==> config.mk <==
export PLATFORM = sky130hd
export DESIGN_NAME = rx_hex_writer
export DESIGN_NICKNAME = d
export VERILOG_FILES = /design/src/rtl/rx_hex_writer_pkg.sv /design/src/rtl/rx_hex_writer_ascii_to_seg.sv /design/src/rtl/rx_hex_writer.sv
export SDC_FILE = /design/constraint.sdc
export NUM_CORES = 1
export LEC_CHECK = 0
export ABC_AREA = 1
export ABC_CLOCK_PERIOD_IN_PS = 5800
export BUFFER_PORTS_ARGS = -buffer_cell sky130_fd_sc_hd__buf_2
export CORE_MARGIN = 2
export CORE_UTILIZATION = 30
export DETAILED_ROUTE_END_ITERATION = 10
export PLACE_DENSITY = 0.54
export SYNTH_ARGS = -nofsm -noshare
export SYNTH_HDL_FRONTEND = slang
export SYNTH_SLANG_ARGS = --single-unit
==> constraint.sdc <==
create_clock -name clk -period 5.8 [get_ports clk]
set_clock_uncertainty 0.2 [all_clocks]
set_input_delay 1.16 -clock clk [delete_from_list [all_inputs] [get_ports clk]]
set_output_delay 1.16 -clock clk [all_outputs]
set_load 0.01 [all_outputs]
==> src/rtl/rx_hex_writer_pkg.sv <==
// Shared 7-segment glyphs, address constants and FSM encoding for the
// receive-side hex display writer.
package rx_hex_writer_pkg;

    localparam logic [7:0] SEG_BLANK  = 8'hFF;
    localparam logic [7:0] SEG_DASH   = 8'hBF;
    localparam logic [2:0] ADDR_CLEAR = 3'd7;

    typedef enum logic [1:0] {
        ST_IDLE    = 2'd0,
        ST_SETUP   = 2'd1,
        ST_STROBE  = 2'd2,
        ST_RELEASE = 2'd3
    } state_t;

    // Active-low {dp,g,f,e,d,c,b,a} glyphs for hex values 0..F
    function automatic logic [7:0] hex_glyph(input logic [3:0] value);
        logic [7:0] glyph;
        case (value)
            4'h0: glyph = 8'hC0;
            4'h1: glyph = 8'hF9;
            4'h2: glyph = 8'hA4;
            4'h3: glyph = 8'hB0;
            4'h4: glyph = 8'h99;
            4'h5: glyph = 8'h92;
            4'h6: glyph = 8'h82;
            4'h7: glyph = 8'hF8;
            4'h8: glyph = 8'h80;
            4'h9: glyph = 8'h90;
            4'hA: glyph = 8'h88;
            4'hB: glyph = 8'h83;
            4'hC: glyph = 8'hC6;
            4'hD: glyph = 8'hA1;
            4'hE: glyph = 8'h86;
            default: glyph = 8'h8E;
        endcase
        return glyph;
    endfunction

endpackage

==> src/rtl/rx_hex_writer_ascii_to_seg.sv <==
// Combinational ASCII-to-7-segment decoder: hex digits, space, clear
// character, and a dash for anything else.
module ascii_to_seg
    import rx_hex_writer_pkg::*;
#(
    parameter logic [7:0] CLEAR_CHAR = 8'h0D
) (
    input  logic [7:0] ascii,
    output logic [7:0] seg,
    output logic       is_clear
);

    // Letters A-F / a-f have low nibble 1..6, so adding 9 yields 10..15
    always_comb begin
        seg      = SEG_DASH;
        is_clear = 1'b0;
        if (ascii == CLEAR_CHAR) begin
            seg      = SEG_BLANK;
            is_clear = 1'b1;
        end else if (ascii >= 8'h30 && ascii <= 8'h39) begin
            seg = hex_glyph(ascii[3:0]);
        end else if ((ascii >= 8'h41 && ascii <= 8'h46) ||
                     (ascii >= 8'h61 && ascii <= 8'h66)) begin
            seg = hex_glyph(ascii[3:0] + 4'd9);
        end else if (ascii == 8'h20) begin
            seg = SEG_BLANK;
        end
    end

endmodule

==> src/rtl/rx_hex_writer.sv <==
// Converts received UART bytes into 7-segment writes for the six-digit
// display mux, with a one-entry hold buffer and a wrapping write pointer.
module rx_hex_writer
    import rx_hex_writer_pkg::*;
#(
    parameter int         NUM_DIGITS    = 6,
    parameter logic [7:0] CLEAR_CHAR    = 8'h0D,
    parameter int         STROBE_CYCLES = 2
) (
    input  logic       clk,
    input  logic       rst,
    input  logic [7:0] rx_data,
    input  logic       rx_valid,
    output logic [7:0] seg_data,
    output logic [2:0] seg_addr,
    output logic       seg_ena,
    output logic       busy,
    output logic       overflow
);

    localparam int         CNT_W   = (STROBE_CYCLES > 1) ? $clog2(STROBE_CYCLES) : 1;
    localparam logic [2:0] PTR_MAX = 3'(NUM_DIGITS - 1);

    state_t             state, state_n;
    logic [CNT_W-1:0]   cnt, cnt_n;
    logic [2:0]         wr_ptr, wr_ptr_n;
    logic               hold_valid, hold_valid_n;
    logic [7:0]         hold_data, hold_data_n;
    logic               cur_clear, cur_clear_n;
    logic [7:0]         seg_data_n;
    logic [2:0]         seg_addr_n;
    logic               seg_ena_n, busy_n, overflow_n;
    logic [7:0]         dec_in, dec_seg;
    logic               dec_clear;

    assign dec_in = hold_valid ? hold_data : rx_data;

    ascii_to_seg #(.CLEAR_CHAR(CLEAR_CHAR)) u_decode (
        .ascii    (dec_in),
        .seg      (dec_seg),
        .is_clear (dec_clear)
    );

    always_ff @(posedge clk) begin
        if (rst) begin
            state      <= ST_IDLE;
            cnt        <= '0;
            wr_ptr     <= 3'd0;
            hold_valid <= 1'b0;
            hold_data  <= 8'h00;
            cur_clear  <= 1'b0;
            seg_data   <= SEG_BLANK;
            seg_addr   <= ADDR_CLEAR;
            seg_ena    <= 1'b0;
            busy       <= 1'b0;
            overflow   <= 1'b0;
        end else begin
            state      <= state_n;
            cnt        <= cnt_n;
            wr_ptr     <= wr_ptr_n;
            hold_valid <= hold_valid_n;
            hold_data  <= hold_data_n;
            cur_clear  <= cur_clear_n;
            seg_data   <= seg_data_n;
            seg_addr   <= seg_addr_n;
            seg_ena    <= seg_ena_n;
            busy       <= busy_n;
            overflow   <= overflow_n;
        end
    end

    // Data and address are only changed on accept, so they stay put while
    // the mux sees both edges of the strobe.
    always_comb begin
        state_n      = state;
        cnt_n        = cnt;
        wr_ptr_n     = wr_ptr;
        hold_valid_n = hold_valid;
        hold_data_n  = hold_data;
        cur_clear_n  = cur_clear;
        seg_data_n   = seg_data;
        seg_addr_n   = seg_addr;
        seg_ena_n    = seg_ena;
        overflow_n   = overflow;

        case (state)
            ST_IDLE: begin
                if (hold_valid || rx_valid) begin
                    state_n     = ST_SETUP;
                    seg_data_n  = dec_seg;
                    seg_addr_n  = dec_clear ? ADDR_CLEAR : wr_ptr;
                    cur_clear_n = dec_clear;
                    seg_ena_n   = 1'b0;
                    if (hold_valid) begin
                        hold_valid_n = rx_valid;
                        if (rx_valid) begin
                            hold_data_n = rx_data;
                        end
                    end
                end
            end
            ST_SETUP: begin
                state_n   = ST_STROBE;
                seg_ena_n = 1'b1;
                cnt_n     = CNT_W'(STROBE_CYCLES - 1);
            end
            ST_STROBE: begin
                if (cnt == '0) begin
                    state_n   = ST_RELEASE;
                    seg_ena_n = 1'b0;
                end else begin
                    cnt_n = cnt - CNT_W'(1);
                end
            end
            default: begin
                state_n = ST_IDLE;
                if (cur_clear || wr_ptr == PTR_MAX) begin
                    wr_ptr_n = 3'd0;
                end else begin
                    wr_ptr_n = wr_ptr + 3'd1;
                end
            end
        endcase

        if (state != ST_IDLE && rx_valid) begin
            if (!hold_valid) begin
                hold_valid_n = 1'b1;
                hold_data_n  = rx_data;
            end else begin
                overflow_n = 1'b1;
            end
        end

        busy_n = !(state_n == ST_IDLE && !hold_valid_n);
    end

endmodule
==> reports/qor.txt <==
post-CTS sizing: 0
routed len/inst: 11.3 um
Worst Tran Pin Value: 0.738 ns
CTS tree: done
clk sink count: 29
Worst Hold Class: reg2reg
Worst Setup End Kind: flop
Fin. Hold Viols: 0
Post-synth top cells: nand2_1, inv_1, dfxtp_1, nand3_1, a21oi_1
Overflow after GRT: 0
# nets final: 348
launching point of the worst reg2reg path: hold_valid$_SDFF_PP0_
CTS clock-pin slew for the worst setup and hold paths: 0.06 ns
worst path cell trace: buf_2, nand2_1, nand2_1, ha_1, ha_1, inv_1, nand2_1, o21ai_0, inv_1, nand2_1, nand3_1, nand3_1, nand2_1, nand2_1
Worst Hold End: hold_data[6]$_SDFF_PP0_
Crit Path Max Fanout: 9
Root Buffer: clkbuf_8
Async SR Flop Fraction: 0
count of flip-flops with a built-in enable after synthesis: 0
area leader, netlist: dfxtp_1
synth top area cells: dfxtp_1, nand2_1, ha_1
synthesis-to-finish area growth: 14.0%
Setup TNS: 0 ns
post-DR vias/cell: 4.82
Final Cycle Share: 0.518
Int Pwr: 0.514 mW
largest net degree at the start of global routing: 16
sw frac: 0.399
Psw: 0.341 mW
Util after Layout: 0.352
R2R setup slack: 2.87 ns
initial core utilization: 0.309
unrepaired setup endpoints after global routing: false
Static Leak: 1.04 nW
CTS Buffer Depth: 2
maximum capacitance violations: 0
sequential share of power: 0.333
fmax: 333 MHz
Yosys cell types: 29
core area: 0.00635 sq mm
top cell type's share of synthesized area: 0.296
Worst Reg-to-Reg Cells: 14
number of remaining DRC errors: 0
DRT iter0 DRCs: 138
slew margin rel.: 0.506
CP max-delay cell: ha_1
IO Port Bufs: 23
vias in the first global route: 1744
crit path DAT: 2.97 ns
Final Critical Period: 3.01 ns
Chip Width: 84.8 um
Final GP Congestion: 0.914
cell mode on critical path: nand2_1
power share of the clock group: 0.250
Synth Flop Type: dfxtp_1
layout cells sized above 1: 0.145
Power Dens Cells: 383 mW/mm^2
Syn Nets: 326
first-pass GRT wire length: 7810 um
Setup violations, final: 0
Buf/Inv on CP: 3
number of H-tree levels: 2
Rows: 29
Detailed Place HPWL: 3550 um
#FFs+latches synth: 29
Synth Instances: 301
min-delay src: hold_data[6]$_SDFF_PP0_
total CTS buffers: 5
mapped cell area: 0.00196 sq mm
n_diodes: 0
register area share after synthesis: 0.296
Worst-Skew Late Latency: 0.27 ns
io pins: 25
worst hold margin: 0.258 ns
cell family with most CP delay: adder cells
Die ar.: 0.00719 sq mm
crit-path max cell delay: 0.45 ns
DR vias: 1934
Logic pwr share: 0.417
Yosys warning count: 0
worst hold stages: 2
Finished Cell Area: 0.00223 sq mm
initial antenna violation count: 0
Mean Syn Cell Area: 6.51 sq um
CP Data Required Time: 5.77 ns
Placed Area: 0.00212 sq mm
count leader, synth: nand2_1
TritonRoute pass-1 iters: 5
reg2reg end: seg_data[6]$_SDFFE_PP1P_
Routed WL: 4550 um
Startpoint Class: input pin
die height: 84.8 um
critical path class: in2reg
GRT Total Usage: 0.132
status: completed
Slew Viols, Final: 0
ANT nets after route: 0
peak supply drop: 0.169 mV
postcts setup bufs: 0
hold buffers post-CTS: 0
-- worst max-delay path by stage --
stage | cells after the start | slack (ns) | start | endpoint
global route | 14 | 2.50 | hold_valid$_SDFF_PP0_ | seg_data[6]$_SDFFE_PP1P_
global placement | 14 | 2.51 | rx_data[1] | seg_data[6]$_SDFFE_PP1P_
detailed placement | 14 | 2.52 | rx_data[1] | seg_data[6]$_SDFFE_PP1P_
finish | 14 | 2.79 | rx_data[1] | seg_data[6]$_SDFFE_PP1P_
floorplan | 14 | 2.80 | rx_data[1] | seg_data[0]$_SDFFE_PP1P_
CTS | 14 | 2.80 | rx_data[1] | seg_data[6]$_SDFFE_PP1P_
-- power by group through the flow --
stage	registers, mW	clock network (mW)	logic (mW)
global placement	0.289	0	0.358
global route	0.291	0.232	0.410
CTS	0.285	0.220	0.357
detailed placement	0.289	0	0.355
finish	0.284	0.214	0.357
floorplan	0.295	0	0.264
-- cell families after synthesis --
| family | Yosys count | synth area share |
|---|---|---|
| flip-flops | 29 | 0.296 |
| buffers and inverters | 45 | 0.0983 |
| AND/OR/NAND/NOR | 151 | 0.340 |
| adder cells (fa/ha/maj) | 14 | 0.0894 |
| AO/OA/AOI/OAI | 60 | 0.169 |
| other | 1 | 0.00191 |
| XOR/XNOR | 1 | 0.00447 |
-- flip-flops by register name, indices dropped and copies added, names as in the netlist --
name and flops:
busy 1, cnt 1, cur_clear 1, hold_data 8, hold_valid 1, overflow 1, seg_addr 3, seg_data 7
seg_ena 1, state 2, wr_ptr 3
-- worst register-to-register path, cell delays in order (launching register included) --
cell and delay (ns):
dfxtp_1 0.65, inv_2 0.22, nand2_1 0.10, nand2_1 0.17, ha_1 0.31, ha_1 0.45
inv_1 0.15, nand2_1 0.11, o21ai_0 0.08, inv_1 0.05, nand2_1 0.05, nand3_1 0.10
nand3_1 0.07, nand2_1 0.07, nand2_1 0.05
-- metrics by stage --
| step | total power [mW] | instances | setup WS [ns] |
|---|---|---|---|
| 2_1_floorplan | 0.559 | 301 | 2.80 |
| 3_3_place_gp | 0.646 | 393 | 2.51 |
| 3_5_place_dp | 0.644 | 393 | 2.52 |
| 4_1_cts | 0.862 | 401 | 2.80 |
| 5_1_grt | 0.933 | 401 | 2.50 |
| 6_report | 0.855 | 401 | 2.79 |
-- metal layers --
layer | GRT usage | vias up | wire length [um]
met1 | 0.185 | 849 | 2260
met4 | 0.0289 | 0 | 23
met3 | 0.0379 | 2 | 274
li1 | - | 1020 | -
met2 | 0.203 | 63 | 1990
met5 | 0 | - | 0
-- layout make-up --
class	instances	area [sq um]
sequential	29	581
fill	719	4120
inverter	37	139
tap	77	96.3
multi-input combinational	227	1190
timing repair buffer	23	115
clock buffer	7	86.3
clock inverter	1	30.0
-- cell usage in the layout (no fill, tap or decap), drive strengths merged, types with 2 or more instances in the layout --
cell type,count
nand2,91
o211ai,4
ha,14
nor3,3
nand3,27
o21ai,25
inv,37
nand4,4
dfxtp,29
a211oi,2
nor2,25
clkbuf,7
a21oi,27
buf,23
(Power assumes the default switching activity.)
